**src/rtl/lsw_pkg.sv**
```systemverilog
// Shared types for the load switch sequencer: FSM states, break-before-make step
// encoding, current polarity constants and switch-pair bit mapping (FAULT only with LSEQ_SHORT_FAULT_EN).
package lsw_pkg;

    localparam logic POS = 1'b1;
    localparam logic NEG = 1'b0;

`ifdef LSEQ_SHORT_FAULT_EN
    typedef enum logic [2:0] {OPEN, CLOSE, STEADY, BRK1, MK1, BRK2, DROP, FAULT} state_t;
`else
    typedef enum logic [2:0] {OPEN, CLOSE, STEADY, BRK1, MK1, BRK2, DROP} state_t;
`endif

    typedef enum logic [2:0] {
        STEP_NONE,
        STEP_CLR_H_OLD,
        STEP_CLR_L_OLD,
        STEP_SET_H_NEW,
        STEP_SET_L_NEW,
        STEP_SET_PAIR_NEW
    } step_t;

    // Phase 0..3 of a load swap; a drop reuses phases 0 and 2 (the two clears).
    function automatic step_t seq_step(input logic sign, input logic [1:0] phase);
        step_t step;
        step = STEP_NONE;
        case (phase)
            2'd0: step = (sign == POS) ? STEP_CLR_L_OLD : STEP_CLR_H_OLD;
            2'd1: step = (sign == POS) ? STEP_SET_H_NEW : STEP_SET_L_NEW;
            2'd2: step = (sign == NEG) ? STEP_CLR_L_OLD : STEP_CLR_H_OLD;
            2'd3: step = (sign == NEG) ? STEP_SET_H_NEW : STEP_SET_L_NEW;
        endcase
        return step;
    endfunction

    // Load 1 owns the most significant pair.
    function automatic int unsigned h_bit(input int unsigned nloads, input int unsigned k);
        return 2 * (nloads - k) + 1;
    endfunction

    function automatic int unsigned l_bit(input int unsigned nloads, input int unsigned k);
        return 2 * (nloads - k);
    endfunction

endpackage

```
**src/rtl/lsw_dwell_timer.sv**
```systemverilog
// Dwell down-counter: load presets DWELL-1, expire is high when the count sits at zero,
// so a state entered with load is held exactly DWELL cycles.
module lsw_dwell_timer #(
    parameter int DWELL = 2
) (
    input  logic clk,
    input  logic rst,
    input  logic load,
    output logic expire
);

    localparam int CW = (DWELL > 1) ? $clog2(DWELL) : 1;

    logic [CW-1:0] cnt;

    always_ff @(posedge clk) begin
        if (!rst) begin
            cnt <= '0;
        end else if (load) begin
            cnt <= CW'(DWELL - 1);
        end else if (cnt != '0) begin
            cnt <= cnt - CW'(1);
        end
    end

    assign expire = (cnt == '0);

endmodule

```
**src/rtl/load_switch_seq.sv**
```systemverilog
// Break-before-make load switch sequencer with dwell-timed steps.
// Short-circuit latching fault is enabled by defining LSEQ_SHORT_FAULT_EN.
//
// state  | meaning
// OPEN   | all switches open, waiting for a target
// CLOSE  | dwell before closing the target pair
// STEADY | one pair fully closed, new requests evaluated
// BRK1   | first switch of old pair opened
// MK1    | first switch of new pair closed
// BRK2   | old pair fully open, waiting to close second new switch
// DROP   | first switch of old pair opened, going to OPEN
// FAULT  | short seen, all open until reset
module load_switch_seq
    import lsw_pkg::*;
#(
    parameter int NLOADS = 3,
    parameter int DWELL  = 2,
    localparam int SEL_W = $clog2(NLOADS + 1)
) (
    input  logic                clk,
    input  logic                rst,
    input  logic [SEL_W-1:0]    DesiredLoad,
    input  logic                CurrentSign,
    input  logic                Short,
    output logic [2*NLOADS-1:0] Sout,
    output logic [SEL_W-1:0]    ActiveLoad,
    output logic                Busy,
    output logic                Fault
);

    localparam int SW_W  = 2 * NLOADS;
    localparam int IDX_W = $clog2(SW_W);
    localparam logic [SEL_W-1:0] MAX_SEL = SEL_W'(NLOADS);

    state_t            state_q, state_nxt;
    logic [SW_W-1:0]   sout_q, sout_nxt;
    logic [SEL_W-1:0]  active_q, active_nxt;
    logic [SEL_W-1:0]  target_q, target_nxt;
    logic              sign_q, sign_nxt;
    step_t             step;
    logic              tmr_load;
    logic              tmr_expire;
    logic              req_ok;
    logic [IDX_W-1:0]  h_old, l_old, h_new, l_new;

    lsw_dwell_timer #(.DWELL(DWELL)) u_timer (
        .clk    (clk),
        .rst    (rst),
        .load   (tmr_load),
        .expire (tmr_expire)
    );

    assign h_old = IDX_W'(h_bit(NLOADS, 32'(active_q)));
    assign l_old = IDX_W'(l_bit(NLOADS, 32'(active_q)));
    assign h_new = IDX_W'(h_bit(NLOADS, 32'(target_q)));
    assign l_new = IDX_W'(l_bit(NLOADS, 32'(target_q)));

    assign req_ok = (DesiredLoad != '0) && (DesiredLoad <= MAX_SEL) && (DesiredLoad != active_q);

    always_ff @(posedge clk) begin
        if (!rst) begin
            state_q  <= OPEN;
            sout_q   <= '0;
            active_q <= '0;
            target_q <= '0;
            sign_q   <= POS;
        end else begin
            state_q  <= state_nxt;
            sout_q   <= sout_nxt;
            active_q <= active_nxt;
            target_q <= target_nxt;
            sign_q   <= sign_nxt;
        end
    end

    always_comb begin
        state_nxt  = state_q;
        sout_nxt   = sout_q;
        active_nxt = active_q;
        target_nxt = target_q;
        sign_nxt   = sign_q;
        step       = STEP_NONE;
        tmr_load   = 1'b0;

        case (state_q)
            OPEN: begin
                sout_nxt = '0;
                if (req_ok) begin
                    target_nxt = DesiredLoad;
                    tmr_load   = 1'b1;
                    state_nxt  = CLOSE;
                end
            end
            CLOSE: begin
                if (tmr_expire) begin
                    step       = STEP_SET_PAIR_NEW;
                    active_nxt = target_q;
                    state_nxt  = STEADY;
                end
            end
            STEADY: begin
                if (DesiredLoad == '0) begin
                    sign_nxt  = CurrentSign;
                    step      = seq_step(CurrentSign, 2'd0);
                    tmr_load  = 1'b1;
                    state_nxt = DROP;
                end else if (req_ok) begin
                    target_nxt = DesiredLoad;
                    sign_nxt   = CurrentSign;
                    step       = seq_step(CurrentSign, 2'd0);
                    tmr_load   = 1'b1;
                    state_nxt  = BRK1;
                end
            end
            BRK1: begin
                if (tmr_expire) begin
                    step      = seq_step(sign_q, 2'd1);
                    tmr_load  = 1'b1;
                    state_nxt = MK1;
                end
            end
            MK1: begin
                if (tmr_expire) begin
                    step      = seq_step(sign_q, 2'd2);
                    tmr_load  = 1'b1;
                    state_nxt = BRK2;
                end
            end
            BRK2: begin
                if (tmr_expire) begin
                    step       = seq_step(sign_q, 2'd3);
                    active_nxt = target_q;
                    state_nxt  = STEADY;
                end
            end
            DROP: begin
                if (tmr_expire) begin
                    step       = seq_step(sign_q, 2'd2);
                    active_nxt = '0;
                    state_nxt  = OPEN;
                end
            end
`ifdef LSEQ_SHORT_FAULT_EN
            FAULT: begin
                sout_nxt   = '0;
                active_nxt = '0;
            end
`endif
            default: state_nxt = OPEN;
        endcase

        case (step)
            STEP_CLR_H_OLD:    sout_nxt[h_old] = 1'b0;
            STEP_CLR_L_OLD:    sout_nxt[l_old] = 1'b0;
            STEP_SET_H_NEW:    sout_nxt[h_new] = 1'b1;
            STEP_SET_L_NEW:    sout_nxt[l_new] = 1'b1;
            STEP_SET_PAIR_NEW: begin
                sout_nxt[h_new] = 1'b1;
                sout_nxt[l_new] = 1'b1;
            end
            default: ;
        endcase

`ifdef LSEQ_SHORT_FAULT_EN
        // A short overrides any pending step or request on the same edge.
        if (Short) begin
            state_nxt  = FAULT;
            sout_nxt   = '0;
            active_nxt = '0;
            tmr_load   = 1'b0;
        end
`endif
    end

    assign Sout       = sout_q;
    assign ActiveLoad = active_q;
    assign Busy       = (state_q == CLOSE) || (state_q == BRK1) || (state_q == MK1) ||
                        (state_q == BRK2)  || (state_q == DROP);

`ifdef LSEQ_SHORT_FAULT_EN
    assign Fault = (state_q == FAULT);
`else
    logic unused_short;
    assign unused_short = Short;
    assign Fault        = 1'b0;
`endif

endmodule

```
**config.mk**
```make
export PLATFORM = sky130hd
export DESIGN_NAME = load_switch_seq
export DESIGN_NICKNAME = d
export VERILOG_FILES = /design/src/rtl/lsw_pkg.sv /design/src/rtl/lsw_dwell_timer.sv /design/src/rtl/load_switch_seq.sv
export SDC_FILE = /design/constraint.sdc
export NUM_CORES = 1
export LEC_CHECK = 0
export BUFFER_PORTS_ARGS = -buffer_cell sky130_fd_sc_hd__buf_4
export CAP_MARGIN = 20
export CORE_AREA = 2 2 47 49
export DETAILED_ROUTE_END_ITERATION = 16
export DIE_AREA = 0 0 49 51
export PLACE_DENSITY = 0.77
export SLEW_MARGIN = 5
export SYNTH_ARGS = -nofsm -noshare
export SYNTH_HDL_FRONTEND = slang
export SYNTH_HIERARCHICAL = 1
export SYNTH_SLANG_ARGS = --single-unit
```
**constraint.sdc**
```tcl
create_clock -name clk -period 2.05 [get_ports clk]
set_clock_uncertainty 0.1 [all_clocks]
set_input_delay 0.3075 -clock clk [delete_from_list [all_inputs] [get_ports clk]]
set_output_delay 0.3075 -clock clk [all_outputs]
set_load 0.03 [all_outputs]
```
Word level (Yosys, flattened, before mapping):

Cells that the tools add are included.

* bits in registers: 15
* bits of input ports: 6
* logic and storage cells: 112

* add/sub/neg operators: 5
* magnitude comparators: 9
* eq/ne operators: 19
* mux-type cells: 43
* bitwise gates (word level): 7
* reduce and logical (&&, ||, !) cells: 23

Operators with widths (count)
* 2-to-1 mux 3 bit: 12
* case mux 6 bit (5 select lines): 1
* 2-to-1 mux 2 bit: 9
* case mux 3 bit (6 select lines): 1
* < comparator 3 x 4 -> 1 bit (second input constant): 4
* equality test 3 bit (second input constant): 5
* case mux 3 bit (5 select lines): 1
* bitwise AND 6 bit: 2
* equality test 3 x 2 -> 1 bit (second input constant): 4
* greater-or-equal comparator 3 x 1 -> 1 bit (second input constant): 4
* inequality test 2 bit (second input constant): 6
* bitwise OR 6 x 5 -> 6 bit: 2
* 2-to-1 mux 1 bit: 11
* case mux 2 bit (2 select lines): 2
* nonzero test 2 bit: 4
* adder 3 x 1 -> 3 bit (second input constant): 2
* demux 1 bit (select 3 bit): 2
* equality test 3 x 1 -> 1 bit (second input constant): 2
* logical AND 1 bit: 6
* 2-to-1 mux 6 bit: 1
* NOT 5 -> 6 bit: 1
* NOT 6 bit: 1
* bitwise OR 6 bit: 1
* AND reduction 6 bit: 1
* other kinds (13): 21

Logic depth before layout (Yosys ltp):

Gate-level depths: netlist of run 1.

* word-level depth: 9
* mapped depth: 7
* gate-level depth less buffers: 6

Modules after synthesis:

Netlist of run 1, hierarchy kept.

By module, submodules not included
* load_switch_seq: times used 1, cells an instance 135, area each 987.2 um2
* lsw_dwell_timer: times used 1, cells an instance 3, area each 30.0 um2

Worst setup path after synthesis of run 1:

OpenSTA, ideal clock, no wires.

* kind: register to register
* start point: register active_q[0] (netlist: ActiveLoad[0])
* end point: register sout_q[0] (netlist: Sout[0])
* setup time: 122 ps
* data arrival time: 1703 ps
* data required time: 1828 ps
* setup slack: 125 ps
* stages on the path, launching flop included: 6
* cell sequence: dfxtp_1 > buf_4 > xnor2_1 > a2111o_1 > a2bb2oi_1 > o311a_1

* word-level cells in the longest chain between the ends: 9

Ends and longest elaborated chain
* from (decl): RTL line load_switch_seq.sv:37 `logic [SEL_W-1:0] active_q, active_nxt;`
* from (signal assigned): RTL line load_switch_seq.sv:70 `active_q <= active_nxt;`
* subtractor 2 bit: RTL line lsw_pkg.sv:38, lsw_pkg.sv:42
* adder 3 x 1 -> 3 bit: RTL line lsw_pkg.sv:38 `return 2 * (nloads - k) + 1;`
* < comparator 3 x 4 -> 1 bit (not written as such) or greater-or-equal comparator 3 x 1 -> 1 bit (tied branches): RTL line load_switch_seq.sv:153 `STEP_CLR_H_OLD: sout_nxt[h_old] = 1'b0;`
* logical AND 1 bit (not written as such): RTL line load_switch_seq.sv:153
* 2-to-1 mux 1 bit (not written as such): RTL line load_switch_seq.sv:153
* demux 1 bit (select 3 bit): RTL line load_switch_seq.sv:153
* NOT 6 bit (no source line)
* bitwise AND 6 bit (no source line)
* case mux 6 bit (5 select lines) (*): RTL line load_switch_seq.sv:152 `case (step)`
* to (signal assigned): RTL line load_switch_seq.sv:69 `sout_q <= sout_nxt;`
* to (decl): RTL line load_switch_seq.sv:36 `logic [SW_W-1:0] sout_q, sout_nxt;`

Every way passes the cells marked *; elsewhere a longest branch is shown, timed or not.
A chain may end at the register's enable or synchronous reset.

Worst setup path in the final report of run 1:

* start point: register active_q[1] (netlist: ActiveLoad[1])
* end point: register sout_q[5] (netlist: Sout[5])

* word-level cells in the longest chain between the ends: 9

Ends and longest elaborated chain (RTL line)
* subtractor 2 bit: lsw_pkg.sv:38
* adder 3 x 1 -> 3 bit: lsw_pkg.sv:38
* < comparator 3 x 4 -> 1 bit (not written as such) or greater-or-equal comparator 3 x 1 -> 1 bit (tied branches): load_switch_seq.sv:153
* logical AND 1 bit (not written as such): load_switch_seq.sv:153
* 2-to-1 mux 1 bit (not written as such): load_switch_seq.sv:153
* demux 1 bit (select 3 bit): load_switch_seq.sv:153
* NOT 6 bit (no source line)
* bitwise AND 6 bit (no source line)
* case mux 6 bit (5 select lines) (*): load_switch_seq.sv:152

Marked as above.

==> results of run 1 <==
placed cells by master (no fill, tap or decap), types with 2 or more instances in the layout:
| master | synthesis | routed |
|---|---|---|
| sky130_fd_sc_hd__o21ai_0 | 10 | 10 |
| sky130_fd_sc_hd__nand2b_1 | 5 | 5 |
| sky130_fd_sc_hd__nor3_1 | 4 | 4 |
| sky130_fd_sc_hd__and2_1 | 3 | 3 |
| sky130_fd_sc_hd__nand3_1 | 3 | 3 |
| sky130_fd_sc_hd__nor2_1 | 6 | 6 |
| sky130_fd_sc_hd__mux2i_1 | 5 | 5 |
| sky130_fd_sc_hd__a22o_1 | 2 | 2 |
| sky130_fd_sc_hd__nor2b_1 | 4 | 4 |
| sky130_fd_sc_hd__a21boi_0 | 3 | 3 |
| sky130_fd_sc_hd__xnor2_1 | 2 | 2 |
| sky130_fd_sc_hd__inv_1 | 7 | 7 |
| sky130_fd_sc_hd__o211ai_1 | 3 | 3 |
| sky130_fd_sc_hd__buf_4 | 2 | 17 |
| sky130_fd_sc_hd__o31ai_1 | 3 | 3 |
| sky130_fd_sc_hd__a31oi_1 | 2 | 2 |
| sky130_fd_sc_hd__a31o_1 | 2 | 2 |
| sky130_fd_sc_hd__nand2_1 | 21 | 21 |
| sky130_fd_sc_hd__dfxtp_1 | 15 | 15 |
| sky130_fd_sc_hd__clkbuf_4 | 0 | 3 |
| sky130_fd_sc_hd__a21oi_1 | 9 | 9 |
worst max-delay path: cells and delay by family, from the launching register on:
kind / cells / cell delay, ns
compound gates: 3 / 0.90
flops: 1 / 0.52
simple gates: 2 / 0.30
flip-flops by register name, summed over array words and instances, names as in the netlist:
name / cells
state_q: 3
sign_q: 1
Sout: 6
u_timer/cnt: 1
ActiveLoad: 2
target_q: 2
routing by layer:
metal | up-vias | share of wire, %
li1 | 502 | -
met1 | 469 | 46
met2 | 21 | 48
met3 | 7 | 2.9
met4 | 0 | 2.5
met5 | - | 0
worst min-delay path by stage:
stage / from / endpoint / depth (start not counted)
after floorplan: rst / u_timer/cnt / 1
after detailed placement: Sout[1] / Sout[1] / 1
after CTS: rst / sign_q / 2
final: rst / sign_q / 2
after global routing: rst / sign_q / 2
after global placement: Sout[5] / Sout[5] / 1
synth_stat cells, types with 2 or more instances:
cell type	instances	area, µm²
sky130_fd_sc_hd__nand2b_1	5	31.3
sky130_fd_sc_hd__dfxtp_1	15	300
sky130_fd_sc_hd__nor2_1	6	22.5
sky130_fd_sc_hd__buf_2	5	25.0
sky130_fd_sc_hd__nand2_1	21	78.8
sky130_fd_sc_hd__a31o_1	2	17.5
sky130_fd_sc_hd__buf_4	2	15.0
sky130_fd_sc_hd__mux2i_1	5	50.1
sky130_fd_sc_hd__a31oi_1	2	12.5
sky130_fd_sc_hd__inv_1	7	26.3
sky130_fd_sc_hd__nor3_1	4	20.0
sky130_fd_sc_hd__a21oi_1	9	45.0
sky130_fd_sc_hd__a22o_1	2	17.5
sky130_fd_sc_hd__o31ai_1	3	22.5
sky130_fd_sc_hd__nor2b_1	4	25.0
sky130_fd_sc_hd__o211ai_1	3	22.5
sky130_fd_sc_hd__xnor2_1	2	17.5
sky130_fd_sc_hd__clkbuf_1	5	18.8
sky130_fd_sc_hd__a21boi_0	3	22.5
sky130_fd_sc_hd__nand3_1	3	15.0
sky130_fd_sc_hd__o21ai_0	10	50.1
sky130_fd_sc_hd__and2_1	3	18.8
cell families (layout without fill, tap and decap cells):
group,count (synthesis),after routing
AOI/OAI and AO/OA,44,44
xor gates and xnor gates,2,2
buffers and inverters,19,28
DFF,15,15
muxes,5,5
and+or+nand+nor,52,52
other,1,1
power groups by stage:
stage / Clock (µW) / Combinational, µW / Sequential [µW]
final: 180 / 460 / 387
after detailed placement: 0 / 455 / 391
after global routing: 195 / 508 / 393
after floorplan: 0 / 353 / 385
after CTS: 185 / 458 / 386
after global placement: 0 / 443 / 390
metrics by stage:
step                      worst slack, ns  total power, µW  hold WS, ns  instance area, µm²  cells
final                               0.118             1030        0.192                1150    175
after CTS                           0.157             1030        0.186                1150    175
after detailed placement            0.207              846        0.391                1120    171
after global routing               0.0498             1100        0.193                1150    175
after global placement              0.219              832        0.384                1120    171
after floorplan                     0.125              738        0.335                1020    138
area by class of cell:
type | instances | area, µm² | share of cell area [%]
Multi-Input combinational cell | 104 | 632 | 55.0
Clock buffer | 3 | 22.5 | 1.96
Inverter | 7 | 26.3 | 2.29
Tap cell | 28 | 35.0 | 3.05
Sequential cell | 15 | 300 | 26.1
Timing Repair Buffer | 17 | 128 | 11.1
Clock inverter | 1 | 5.00 | 0.436
==> run summary, run 1 <==
The run finished with clean final reports. The logic depth of the worst register-to-register path is 5. The number of gates resized after cts is 0.

The number of flops mapped to enable cells by yosys came out at 0. The final max-slew violation count was 0. The signal arrival time at the worst endpoint came out at between 2 and 2.5 ns. The clock tree from TritonCTS is done. The total length of routed wires came out at ~2400 µm. The number of storage elements in the synthesis netlist came out at 15. The worst path uses 94.2% of the clock period. The source-to-sink clock delay at the later pin of the worst-skew pair is 0.30 ns. The final setup violation count is 0. The top achievable clock speed came out at 518 MHz. The number of I/O port buffers came out at 13.

The share of total power consumed by net switching came out at between 40% and 50%. The global routing stage identified its most utilized layer as met2. The post-synthesis compound-gate area fraction came out at 29.8%. The clock network power share came out at 17.5%. Setup repair after global routing left no endpoint under its margin. The number of levels the H-tree was split into came out at 1. The buffer depth of the longest clock path came out at 2. The worst-case register-to-register setup slack is 0.12 ns. The design internal power is between 500 and 600 µW. The global-route wire length before repair is between 4000 and 5000 µm. The startpoint type of the worst setup path is a register. The placer's final routability congestion estimate came out at ~0.86. The core area is between 2000 and 2500 µm². The via count of the first global-routing pass came out at 923.

The critical path starts at ActiveLoad[1]. In this run the core area contains 17 standard-cell rows. For this run, the post-layout net count is approximately 150.

After synthesis, the largest family of logic cells by area is compound AO/OA/AOI/OAI gates. For this run, the number of Yosys warnings is 6. The power per standard cell area came out at slightly below 900 nW/µm². The clock slew at the register clock pins of the worst setup and hold paths came out at 0.09 ns. The number of hold violations in the final report came to 0. From left edge to right edge, the die measures 49 µm. Of the total synthesized cell area, the portion taken by XOR and XNOR cells is between 1.5 and 2%. Subtracting the final worst setup slack from the clock period gives roughly 1.9 ns.

The sequential share of power came out at ~38%. The sequential share of the synthesized area is between 20% and 30%. The aggregate global routing overflow is 0. Adding up every negative setup slack in the final design gives 0 ns. The path type of the worst setup path is register to register. For the pin with the worst max-slew slack, the measured transition is roughly 0.50 ns. The global routing usage on met3 is between 4 and 5%. The worst supply voltage drop on vdd is 568 µV. The fraction of synthesis flops using an asynchronous set or reset pin came out at 0%. STA classifies the critical path endpoint as a register. The net count of the mapped netlist is about 140. The tightest min-delay check is of the input pin to register type.

The tree is rooted in a sky130_fd_sc_hd__clkbuf_4. For met2 alone, demand over resource in global routing was roughly a third. The number of sinks handled by clock tree synthesis is 15. The die outline height came out at slightly above 50 µm.

The repair_antennas step left the layout with diodes totalling 0. The synthesized area divided by synthesized cell count is 7.37 µm². The synthesized netlist devotes between 20 and 30% of its cell area to simple gates. The largest stage delay on the critical path came out at ~0.52 ns.

The die footprint is ~2500 µm². The pin count of the biggest net entering global routing came out at 15. The power spent charging and discharging nets came out at between 400 and 500 µW. The required time at the endpoint of the critical path came out at between 2 and 2.5 ns. The tool flagged a number of max-cap violations equal to 0.

In this run the count of I/O pins placed on the die edge is 16. Measured on the finished design, the core utilization comes to 55.7%. The detailed placer's ending HPWL is around 1700 µm. Walking the worst path, the cells encountered are nor4bb_1 > a2111oi_0 > nor3_1 > a31o_1 > a22o_1. The worst register-to-register path ends at Sout[5]. The post-synthesis adder-cell area fraction came out at 0%.

The instance count of the mapped netlist came out at between 100 and 150. The portion of synthesized area spent on multiplexers is under 10%. The post-cts hold buffer count is 0. The effective utilization at floorplan came out at 49.3%. Following the worst setup path forward leads to its endpoint at Sout[5].

The dominant synthesized flop cell is sky130_fd_sc_hd__dfxtp_1. The met1 layer usage reported by global route is roughly a quarter. The remaining max-slew budget at the tightest pin came out at between 60 and 70%.

Relative to the synthesized area, the layout overhead comes to 12.9%. The proportion of layout cells with a drive suffix above 1 came out at ~15%. The number of nets still failing antenna checks after routing is 0. After filler insertion, the fill cell instance count of the layout stands at between 200 and 250. For this run, the total global-route usage over all layers was measured as between 20% and 30%. The worst register-to-register path begins at ActiveLoad[1].

The remaining design rule violation count came out at 0. The cell leakage power is about 0.00049 µW. The area of the mapped netlist came out at roughly 1000 µm². Using the TritonRoute via totals, the vias-per-cell ratio works out to ~5.7. The power share of the combinational group is between 40 and 50%.

The largest driver fanout on the critical path came out at 11. For this block, the initial DRC count from the detailed router was 13. The number of detailed-route iterations in the first pass came out at 4. The number of antenna violations at the first check in global routing is 0.

The mean routed wirelength per cell is roughly 13 µm. The post-CTS setup buffer count came out at 0. The count of different cell masters after synthesis came out at 39.

Counting the buffers created by CTS gives 3. The largest individual stage delay along the critical path comes from the cell sky130_fd_sc_hd__dfxtp_1. The via count came out at approximately 1,000.
Note: power is estimated with default switching activity, not from simulation.
==> run 2, diff against run 1 <==
CORE_AREA = 2 2 58 44   (was 2 2 47 49)
DIE_AREA = 0 0 60 46   (was 0 0 49 51)
PLACE_DENSITY = 0.74   (was 0.77)
clock period = 1.55 ns   (was 2.05 ns; I/O delays follow)
==> run 2 against run 1 <==
Net effect: flip-flop and latch count did not move; global-route usage is 1.9 points higher; the run now ends with setup timing left; die area grew 10%; sequential share of layout area is 6.1 points lower; non-clock buffer count increased by 25.
==> run summary, run 2 (synthesized netlist as in run 1, its figures left out) <==
Setup violations remaining at the end of the flow were counted as 9. The number of I/O port buffers came out at 13. Across all hold checks on the routed design, the worst slack comes to roughly 0.13 ns.

STA puts the critical path data arrival time at 1.82 ns. The clock passes through at most 2 buffers. The power spent charging and discharging nets is ~730 µW.

The critical register-to-register path endpoint is Sout[4]. The worst setup path is launched from a register. The checks that failed: setup timing. The worst-case register-to-register setup slack is -0.18 ns.

The number of rows created at floorplan came out at 15. The worst supply voltage drop on vdd is roughly 850 µV. Setup repair after global routing could not meet its margin everywhere. The type of element capturing the critical path is a register. The slowest stage of the critical path belongs to the cell sky130_fd_sc_hd__a2111o_1. The final max-slew violation count came out at 0. Dividing the detail-routed via count by the number of cells gives ~5.4. The total length of routed wires is approximately 3000 µm.

In the layout the commonest cells are sky130_fd_sc_hd__buf_4, sky130_fd_sc_hd__nand2_1, sky130_fd_sc_hd__dfxtp_1. The detailed placer's ending HPWL came out at 1920 µm. The number of detailed-route iterations in the first pass is 4. The tool flagged a number of max-cap violations equal to 0.

The share of the cycle needed by the critical path after routing came out at 112%. The clock network power share came out at 14.0%. The global-route wire length before repair is 4590 µm.

The source-to-sink clock delay at the later pin of the worst-skew pair came out at 0.29 ns. The minimum setup slack after placement is -0.204 ns. The violation count after the first detailed-route iteration came out at 50. The via count of the first global-routing pass is between 900 and 1,000.

The core area came out at around 2300 µm². The critical path is of the register to register type. The number of hold violations in the final report is 0.

The critical path goes through or2_1 > a2111o_1 > a2bb2oi_2 > a31oi_2 > a31oi_1. TritonCTS built the clock tree. The share of total power dissipated in sequential elements is 28.5%. The number of levels the H-tree was split into is 1.

The largest driver fanout on the critical path came out at 3. The proportion of layout cells with a drive suffix above 1 came out at between 40% and 50%. In this run the most critical hold path is launched from rst. The path with the worst hold slack has its endpoint at sign_q. The master cell of the clock root buffer is sky130_fd_sc_hd__clkbuf_4. 16 I/O pins were placed. The total number of nets in the final design is approximately 180. From bottom edge to top edge, the die measures 46 µm.

The number of flip-flops in the largest register is 6. The top achievable clock speed is just under 600 MHz. The post-layout minimum cycle time is 1.73 ns. The power per standard cell area is between 1000 and 1500 nW/µm². In this run, placement finished with an instance count of between 150 and 200. Once detail routing completed, the nets flagged for antenna violations numbered 0. The run finished, with violations left.

The overall die width came out at 60 µm. Leaving out fill and tap cells, the most frequent cell in the layout is sky130_fd_sc_hd__buf_4. The die footprint is between 2000 and 3000 µm².

TritonCTS created 3 clock buffers. The required time at the endpoint of the critical path came out at around 1.6 ns. The pin count of the biggest net entering global routing came out at 18. The cell leakage power came out at ~0.00066 µW. The placer's final routability congestion estimate is between 0.8 and 0.9. The number of antenna violations at the first check in global routing is 0.

The least setup slack across all paths after layout is -0.181 ns. The diode insertion count for antenna repair is 0. For this configuration, the core starts out at a cell density of 44.8%. Measured in cells, the most critical reg-to-reg path has a length of 5. Internal power comes to between 1000 and 1500 µW. Leaving out filler cells and counting taps, the final layout contains 206.

The largest stage delay on the critical path came out at between 0.3 and 0.4 ns. The share of total power consumed by net switching came out at 41.5%. The area growth from synthesis to layout is 52.2%. The worst flop-to-flop path startpoint is state_q[0]. The via count is 1,121.

The setup total negative slack came out at -1.05 ns. The remaining design rule violation count came out at 0. The aggregate global routing overflow is 0. The number of cells on the worst hold path is 2. After clock tree synthesis, the clock-pin slew on the worst setup and hold paths is around 0.11 ns.

The number of sinks handled by clock tree synthesis is 15. The power share of the combinational group came out at between 50% and 60%. The path class of the lowest-slack min-delay path is input pin to register. The global-route usage over all layers came out at between 20% and 30%.

The mean routed wirelength per cell came out at roughly 15 µm. The post-cts hold buffer count came out at 0.
-- run 2: area by class of cell --
class / count / area [µm²]
clock inverter: 1 / 5.00
clock buffer: 3 / 22.5
multi-input combinational: 104 / 778
sequential: 15 / 310
timing repair buffer: 42 / 363
tap: 34 / 42.5
inverter: 7 / 26.3
fill: 178 / 723
-- run 2: power by group through the flow --
stage,Combinational (µW),Sequential (µW),Clock [µW]
floorplan,486,515,0
global placement,754,492,0
detailed placement,774,493,0
CTS,871,491,253
global route,1090,510,265
finish,1010,502,247
-- run 2: worst max-delay path, delay by kind of cell, from the launching register on --
kind,cells,cell delay (ns)
AO/OA/AOI/OAI,4,0.90
AND/OR/NAND/NOR,1,0.27
flip-flops,1,0.35
-- run 2: what timing repair did --
| item | CTS | global route |
|---|---|---|
| pin swaps | 7 | 4 |
| resized for setup | 20 | 21 |
| setup endpoints to repair | 8 | 14 |
| endpoints found under the hold margin | 0 | 0 |
| buffers inserted | 4 | 3 |
-- run 2: layer usage --
metal  routed length, µm  global-route usage (%)  share of wire (%)
met5                   0                       0                  0
met4                  28                    4.89               0.93
met1                1360                    30.2                 45
met2                1500                    37.4                 50
met3                 126                    5.11                4.2
-- run 2: how the worst max path moves through the flow --
stage,startpoint,end,slack [ns],depth (start not counted)
after floorplan,ActiveLoad[1],Sout[0],-0.22,5
after global placement,DesiredLoad[1],Sout[4],-0.20,6
after detailed placement,DesiredLoad[1],Sout[4],-0.20,6
after CTS,state_q[2],Busy,-0.17,6
after global routing,state_q[0],Sout[4],-0.24,5
final,state_q[0],Sout[4],-0.18,5
-- run 2: per-stage QoR --
step,utilization [%],area (µm²),total power [µW]
CTS,63.3,1440,1610
global route,68.2,1550,1860
finish,68.2,1550,1760
detailed placement,56.5,1280,1270
global placement,56.5,1280,1250
floorplan,-,1040,1000
==> run 3, diff against run 2 <==
CORE_AREA = 2 2 45 47   (was 2 2 58 44)
DIE_AREA = 0 0 47 49   (was 0 0 60 46)
PLACE_DENSITY = 0.79   (was 0.74)
clock period = 2.1 ns   (was 1.55 ns; I/O delays follow)
==> run 3 against run 2 <==
Net effect: clock power decreased by 31%; first-iteration DRC count decreased by 56%; non-clock buffer count down 24; setup slack better by 0.39 ns; die area shrank 17%; the run now ends clean; flip-flop and latch count unchanged; core utilization down 5.5 points; critical endpoint is now Busy; global-route usage increased by 0.81 points; sequential power down 25%; hold slack better by 0.094 ns; critical path depth decreased by 1.
==> run summary, run 3 (synthesized netlist as in run 1, its figures left out) <==
The flow ran to the end, and the final reports show no timing, DRC or antenna violations. The pin count of the biggest net entering global routing came out at 15. Setup repair after global routing left no endpoint under its margin. The via count of the first global-routing pass came out at 907. The number of rows created at floorplan is 16. The diode insertion count for antenna repair came out at 0.

The routed via count divided by cell count came out at around 5.8. In the final layout, the share of cells above drive strength 1 is around 15%. The startpoint identified for the worst register-to-register timing path is state_q[0].

The global-route usage over all layers came out at a little under a quarter. After layout, the worst setup slack is about 0.21 ns. The I/O pin count is 16. For this block, the initial DRC count from the detailed router was 22.

The final max-slew violation count is 0. The global-route wire length before repair came out at a little over 4000 µm. From bottom edge to top edge, the die measures between 40 and 50 µm. The via count came out at about 1,000. The total number of nets in the final design is around 160. The number of nets still failing antenna checks after routing is 0. The remaining design rule violation count came out at 0. The area added between synthesis and finish came out at 13.4%. The startpoint of the tightest hold check path is rst. The worst supply voltage drop on vdd came out at approximately 520 µV. The detailed placer's ending HPWL is 1720 µm.

The signal arrival time at the worst endpoint came out at between 1 and 1.5 ns. The post-cts hold buffer count came out at 0. The number of hold violations in the final report is 0. The most common cell after layout, fill and taps aside is sky130_fd_sc_hd__nand2_1. The cell family contributing the most delay on the critical path is flip-flops. For the finished layout, the period the worst path requires is ~1.9 ns. The signal on the critical path passes through buf_4 > and2_1 > a21oi_1 > buf_4.

The tree is rooted in a sky130_fd_sc_hd__clkbuf_4. The number of gates resized after cts came out at 0. The largest stage delay on the critical path is ~0.54 ns.

The buffer and inverter count on the worst path is 2. The number of buffers added by the clock tree synthesis step is 3. The setup total negative slack came out at 0 ns. Among the stages of the critical path, the cell type that occurs most often is sky130_fd_sc_hd__buf_4.

The mean routed wirelength per cell came out at ~14 µm. The worst hold path belongs to the class input pin to register. The number of cells on the worst hold path came out at 2. Port buffering added 13 buffers. For hold timing, the worst endpoint is sign_q.

The number of levels the H-tree was split into is 1. The worst setup path is launched from a register. STA classifies the critical path endpoint as a primary output. The number of cells on the worst reg-to-reg path is 5. Setup violations remaining at the end of the flow were counted as 0. Post-CTS timing repair inserted 0 buffers for setup.

The pre-antenna-repair detailed-routing pass consisted of 4 iterations. In this run the register-to-register setup slack is approximately 0.23 ns. The number of antenna violations at the first check in global routing is 0.

In the layout the commonest cells are sky130_fd_sc_hd__nand2_1, sky130_fd_sc_hd__buf_4, sky130_fd_sc_hd__dfxtp_1. The critical path starts at state_q[1]. The floorplan step defined a die boundary enclosing ~2300 µm². The number of flip-flops in the largest register came out at 6. Of the available clock period, the critical path in the final layout requires approximately 90%. The buffer depth of the longest clock path is 2. The placer's final routability congestion estimate came out at roughly 0.86. TritonCTS built the clock tree.

Among all stages on the critical path, the largest delay is contributed by sky130_fd_sc_hd__dfxtp_1. Of all nets on the critical path, the largest fanout is 10. In this run the critical register-to-register path is captured at Sout[4]. Across the run, the number of max-cap violations was 0. The core area is approximately 1800 µm². Power spread over the standard cell area amounts to 869 nW/µm².

The clock reaches the later pin of the worst-skew pair after roughly 0.29 ns. The required time at the endpoint of the critical path came out at 1.68 ns. Timing analysis after detailed placement gives a worst setup slack of ~0.25 ns.

From left edge to right edge, the die measures ~47 µm. The clock slew at the register clock pins of the worst setup and hold paths came out at around 0.090 ns. The cell leakage power is slightly below 0.0005 µW. The aggregate global routing overflow came out at 0. The initial utilization of the core area, before any placement, comes to a little under three fifths. Timing would allow up to around 530 MHz.

The total length of routed wires is approximately 2400 µm. By startpoint and endpoint, the worst setup path is classified as register to primary output. The number of sinks handled by clock tree synthesis came out at 15.
run 3: cell types whose count changed in the layout (fill, tap and decap cells not counted), moves of 3 or more:
cell / previous run / this run
sky130_fd_sc_hd__buf_4: 34 / 18
sky130_fd_sc_hd__buf_6: 6 / 0
sky130_fd_sc_hd__dfxtp_1: 11 / 15
sky130_fd_sc_hd__o21ai_1: 3 / 0
sky130_fd_sc_hd__a21oi_1: 5 / 9
sky130_fd_sc_hd__o21ai_0: 6 / 10
run 3: cell type report:
type	count	area, µm²
clock buffer	4	26.3
timing repair buffer	18	135
multi-input combinational	104	632
tap	27	33.8
inverter	7	26.3
sequential	15	300
fill	178	688
run 3: worst max-delay path by stage:
stage                          to  cells past startpoint  slack (ns)
after floorplan           Sout[0]                      5        0.18
after global placement    Sout[4]                      6        0.27
after detailed placement  Sout[4]                      6        0.25
after CTS                    Busy                      4        0.21
after global routing      Sout[4]                      5        0.13
final                        Busy                      4        0.21
run 3: where the power goes:
group	internal (µW)	switching (µW)
registers	321	54.5
logic	186	271
clock network	73.9	96.0
total	581	421
run 3: metrics by stage:
stage          area (µm²)  hold WS, ns  utilization [%]  cells  power [µW]
6_report             1150        0.220             62.6    175        1000
2_1_floorplan        1020        0.342                -    138         720
5_1_grt              1150        0.236             62.6    175        1080
4_1_cts              1150        0.216             62.6    175        1000
3_5_place_dp         1130        0.397             61.2    171         832
3_3_place_gp         1130        0.381             61.2    171         818
run 3: per-layer routing:
metal / vias up / global-route usage (%) / part of all wire [%]
met5: - / 0 / 0
met4: 0 / 7.41 / 1.4
met3: 5 / 3.33 / 4.5
met2: 26 / 36.1 / 47
met1: 479 / 33.0 / 47
li1: 508 / - / -
